--- src/rtl/des_final_perm_if.sv ---
// des_final_perm_if: block handshake bundle for the DES output stage.
//   in_valid/in_ready/l_in/r_in : upstream block from the last round (L16/R16)
//   out_valid/out_ready/data_out: downstream permuted 64-bit block
// Modports: slave  - the output stage itself
//           master - the environment around it (drives inputs, consumes output)
interface des_final_perm_if;
    logic        in_valid;
    logic        in_ready;
    logic [32:1] l_in;
    logic [32:1] r_in;
    logic        out_valid;
    logic        out_ready;
    logic [64:1] data_out;

    modport slave (
        input  in_valid, l_in, r_in, out_ready,
        output in_ready, out_valid, data_out
    );

    modport master (
        output in_valid, l_in, r_in, out_ready,
        input  in_ready, out_valid, data_out
    );
endinterface

--- src/rtl/des_final_perm.sv ---
// des_final_perm: DES output stage. Swaps the final L/R halves, applies the
// inverse initial permutation and delivers the block through a 2-entry FIFO
// with valid/ready flow control. Counts delivered blocks.
//   clk     : rising-edge clock
//   rst_n   : asynchronous active-low reset
//   flush   : synchronous clear of buffered blocks (counter untouched)
//   bus     : block handshake (slave modport of des_final_perm_if)
//   blk_cnt : number of output handshakes, wraps at 2^CNT_W
module des_final_perm #(
    parameter int unsigned CNT_W = 16
) (
    input  logic              clk,
    input  logic              rst_n,
    input  logic              flush,
    des_final_perm_if.slave   bus,
    output logic [CNT_W-1:0]  blk_cnt
);

    // Destination bit of pre-output word bit k (1-based, MSB = 64).
    function automatic int unsigned perm_idx(input int unsigned k);
        int unsigned g;
        int unsigned j;
        g = (k - 1) / 8;
        j = (k - 1) % 8;
        return 58 + 2 * (g % 4) - 8 * j - ((g >= 4) ? 1 : 0);
    endfunction

    logic [64:1] w;
    logic [64:1] perm;
    logic [64:1] mem [2];
    logic        wr_ptr;
    logic        rd_ptr;
    logic [1:0]  count;
    logic        push;
    logic        pop;

    assign w = {bus.r_in, bus.l_in};

    always_comb begin
        perm = '0;
        for (int unsigned k = 1; k <= 64; k++) begin
            perm[perm_idx(k)] = w[k];
        end
    end

    // in_ready depends only on the registered count, never on out_ready.
    assign bus.in_ready  = (count != 2'd2);
    assign bus.out_valid = (count != 2'd0);
    // Gating by out_valid gives data_out = 0 after reset without clearing storage.
    assign bus.data_out  = bus.out_valid ? mem[rd_ptr] : '0;

    assign push = bus.in_valid && bus.in_ready;
    assign pop  = bus.out_valid && bus.out_ready;

    always_ff @(posedge clk) begin
        if (push && !flush) begin
            mem[wr_ptr] <= perm;
        end
    end

    always_ff @(posedge clk or negedge rst_n) begin
        if (!rst_n) begin
            wr_ptr  <= 1'b0;
            rd_ptr  <= 1'b0;
            count   <= 2'd0;
            blk_cnt <= '0;
        end else if (flush) begin
            wr_ptr <= 1'b0;
            rd_ptr <= 1'b0;
            count  <= 2'd0;
        end else begin
            if (push) begin
                wr_ptr <= ~wr_ptr;
            end
            if (pop) begin
                rd_ptr  <= ~rd_ptr;
                blk_cnt <= blk_cnt + CNT_W'(1);
            end
            unique case ({push, pop})
                2'b10:   count <= count + 2'd1;
                2'b01:   count <= count - 2'd1;
                default: count <= count;
            endcase
        end
    end

endmodule
--- src/flat_wrapper.sv ---
// flat-port wrapper written by rule: the top's interface ports become plain ports
module des_final_perm_flat 
#(
    parameter int unsigned CNT_W = 16
)
  (clk, rst_n, flush, blk_cnt, bus_in_valid, bus_l_in, bus_r_in, bus_out_ready, bus_in_ready, bus_out_valid, bus_data_out);
  des_final_perm_if bus_i ();
  input  logic clk;
  input  logic rst_n;
  input  logic flush;
  output logic [CNT_W-1:0] blk_cnt;
  input wire logic [$bits(bus_i.in_valid)-1:0] bus_in_valid;
  input wire logic [$bits(bus_i.l_in)-1:0] bus_l_in;
  input wire logic [$bits(bus_i.r_in)-1:0] bus_r_in;
  input wire logic [$bits(bus_i.out_ready)-1:0] bus_out_ready;
  output wire logic [$bits(bus_i.in_ready)-1:0] bus_in_ready;
  output wire logic [$bits(bus_i.out_valid)-1:0] bus_out_valid;
  output wire logic [$bits(bus_i.data_out)-1:0] bus_data_out;
  assign bus_i.in_valid = bus_in_valid;
  assign bus_i.l_in = bus_l_in;
  assign bus_i.r_in = bus_r_in;
  assign bus_i.out_ready = bus_out_ready;
  assign bus_in_ready = bus_i.in_ready;
  assign bus_out_valid = bus_i.out_valid;
  assign bus_data_out = bus_i.data_out;
  des_final_perm #(.CNT_W(CNT_W)) u_core (.clk(clk), .rst_n(rst_n), .flush(flush), .bus(bus_i), .blk_cnt(blk_cnt));
endmodule
--- config.mk ---
export PLATFORM = sky130hd
export DESIGN_NAME = des_final_perm_flat
export DESIGN_NICKNAME = d
export VERILOG_FILES = /design/src/rtl/des_final_perm_if.sv /design/src/rtl/des_final_perm.sv /design/src/flat_wrapper.sv
export SDC_FILE = /design/constraint.sdc
export NUM_CORES = 1
export LEC_CHECK = 0
export ABC_CLOCK_PERIOD_IN_PS = 16300
export CAP_MARGIN = 25
export CORE_MARGIN = 1
export CORE_UTILIZATION = 52
export CTS_CLUSTER_DIAMETER = 200
export DETAILED_ROUTE_END_ITERATION = 8
export GPL_TIMING_DRIVEN = 0
export PLACE_DENSITY = 0.95
export SYNTH_ARGS = -nofsm -noshare
export SYNTH_HDL_FRONTEND = slang
export SYNTH_SLANG_ARGS = --single-unit
--- constraint.sdc ---
create_clock -name clk -period 16.3 [get_ports clk]
set_input_delay 1.63 -clock clk [delete_from_list [all_inputs] [get_ports clk]]
set_output_delay 1.63 -clock clk [all_outputs]
set_load 0.03 [all_outputs]
==> flow_summary.ini <==
[route]
routedWlPerCell_um = 17.09
drc = 0
drtAntennaViolNets = 0
vias = 3575
drtIter0Drc = 154
drtPass1Iterations = 4
via_per_inst = 5.196
wl_um = 11760

[status]
outcome = completed

[critical_path]
path_class = reg -> out
crit_chain = nor2_1, buf_2, buf_1, nor2_1, clkdlybuf4s50_1
start_kind = flip-flop
critPathMaxStageDelay_ps = 620
crit_start = u_core.count[1]
critPathArrivalTime_ps = 2620
critPathMostFrequentCell = nor2_1
reg2reg_from = u_core.count[0]
ff2ff_setup_slack_ps = 13890
cp_max_fo = 10
slowest_stage = clkdlybuf4s50_1
worstPathRequired_ps = 14670
crit_path_end_kind = primary output

[placed_design]
hpwl_um = 7986
dp.cells = 657
io_buffers = 149
place_congestion = 0.8142

[clock_network]
clk_latency_ps = 510
root_buffer = clkbuf_8
post_cts_buffers = 0
clkTransAtPathRegs_ps = 60
cts_max_level = 4
cts_made_buffers = 17
cts_tree = built
clock_path_buffers = 2
hold_buffers = 0
postCtsResizedCells = 0
clock_sinks = 148

[synthesis]
synthArstFlopShare = 0.1351
synth_seq_cells = 148
synth.distinct_cells = 29
synth_area_sq_um = 5748
synthCells = 355
yosysWarnings = 0
synth_edf_count = 128
synth_seq_area_share = 0.7558
synthFlopType = edfxtp_1
synth.avg_cell_area_sq_um = 16.19
syn_nets = 425

[sta]
clock_skew_ps = 7.263
tns_ps = 0
setup_viol = 0
min_period_over_period = 0.2605
holdWs_ps = 482.1
rsz0062_at_grt = no
relSlewSlack = 0.3793
slew_violations = 0
period_needed_ps = 4245
hold_violations = 0
worstMarginPinSlew_ps = 926.0
fmax_ghz = 0.2355

[layout]
diodes = 0
layout-drive-gt1-share = 0.1040
instances_no_fill = 688
post-route-util = 0.7597
fin_nets = 606
syn_to_final_growth_pct = 42.64

[grt]
grt_max_degree = 21
grt_pass1_vias = 3654
antenna_found_initial = 0
grt.overflow.total = 0
grt_pass1_wl_um = 18500
grt.total_usage = 0.2172

[die]
dieArea_sq_um = 11480
die_y_um = 107.1
die_width_um = 107.1
pin_count = 151
num_rows = 38
core_sq_um = 10790
start_util = 0.5326

[power_and_ir_drop]
leakage_nw = 2.867
peakVddDrop_v = 0.00007255
power_density_nw_per_um2 = 122.6

[hold_path]
min_path_type = reg -> reg
hp-start = u_core.blk_cnt[15]

[job]
drv_cap = 0
==> cell usage after synthesis, types with 4 or more instances <==
library cell | instances | share of area
mux2i_1 | 65 | 0.11
buf_1 | 5 | 0.0033
dfrtp_1 | 20 | 0.087
nand4_1 | 4 | 0.0044
buf_2 | 8 | 0.0070
nor2_1 | 71 | 0.046
xnor2_1 | 12 | 0.018
nand3_1 | 7 | 0.0061
xor2_1 | 5 | 0.0076
nand2_1 | 5 | 0.0033
edfxtp_1 | 128 | 0.67
and4_1 | 4 | 0.0061
==> sequential cells by signal (all words and copies together), names as in the netlist <==
register        flops
u_core.rd_ptr       1
u_core.count        2
u_core.mem        128
u_core.wr_ptr       1
u_core.blk_cnt     16
==> per-stage QoR <==
step           instance area [sq um]  power, mW  setup WS [ps]
2_1_floorplan                   5748     0.5337           9122
3_3_place_gp                    7415     0.5994           6448
3_5_place_dp                    7575     0.6053          12260
4_1_cts                         8199      1.013          11990
5_1_grt                         8199      1.037          11870
6_report                        8199      1.005          12050
==> path summary, 6_finish.rpt <==
check / to / depth (start not counted)
worst max-delay path: bus_data_out[29] / 5
worst min register to register: u_core.blk_cnt[15] / 1
max in group asynchronous: u_core.blk_cnt[9] / 1
worst min-delay path: u_core.blk_cnt[15] / 1
min in group asynchronous: u_core.blk_cnt[4] / 1
worst max register to register: u_core.mem[0][2] / 6
==> critical path, delay by kind of cell, from the launching register on <==
kind / cells / cell delay, ps
buffers and inverters: 3 / 1310
flip-flops: 1 / 460
AND/OR/NAND/NOR: 2 / 330
==> logic make-up (layout without fill, tap and decap cells) <==
family / count (synthesis) / in the layout / synth area share
buffers and inverters: 16 / 209 / 0.01219
AOI/OAI and AO/OA: 4 / 4 / 0.004789
xor gates and xnor gates: 17 / 17 / 0.02590
DFF: 148 / 148 / 0.7558
and+or+nand+nor: 103 / 103 / 0.08402
adders and majority gates: 1 / 1 / 0.002176
muxes: 66 / 66 / 0.1151
==> per-layer routing <==
metal  global-route usage  vias up  wire [um]
met5                    0        -          0
met4              0.09100        0        197
met3              0.05410       22        617
met2               0.3705      129       6075
met1               0.2633     1749       4865
li1                     -     1675          -
==> layout by cell type, fill, tap and decap left out, types with 2 or more instances in the layout <==
cell type and instances:
nand3_1 7, edfxtp_1 128, clkdlybuf4s50_1 149, buf_1 5, xnor2_1 12, clkbuf_1 2, bufinv_16 5, xor2_1 5
dfrtp_1 20, clkinv_4 3, mux2i_1 65, clkinv_1 2, clkinv_2 2, and4_1 4, nand4_1 4, nor2_1 71
buf_6 12, nor3_2 2, clkbuf_16 16, buf_2 8, nand2b_1 2, nand2_1 5
==> where the power goes <==
part	switching (mW)	internal, mW	leakage, nW
logic	0.0853	0.0678	1.12
clock network	0.145	0.262	0.303
registers	0.0115	0.433	1.45
==> cell type report <==
class / instances / area (sq um)
clock buffers: 17 / 414.1
flip-flops and latches: 148 / 4344
well taps: 140 / 175.2
fillers: 642 / 2594
multi-input cells: 191 / 1344
plain buffers: 15 / 66.31
repair buffers: 162 / 1642
inverters: 1 / 3.754
clock inverters: 14 / 210.2
No activity file was read; power rests on OpenSTA's default activity.
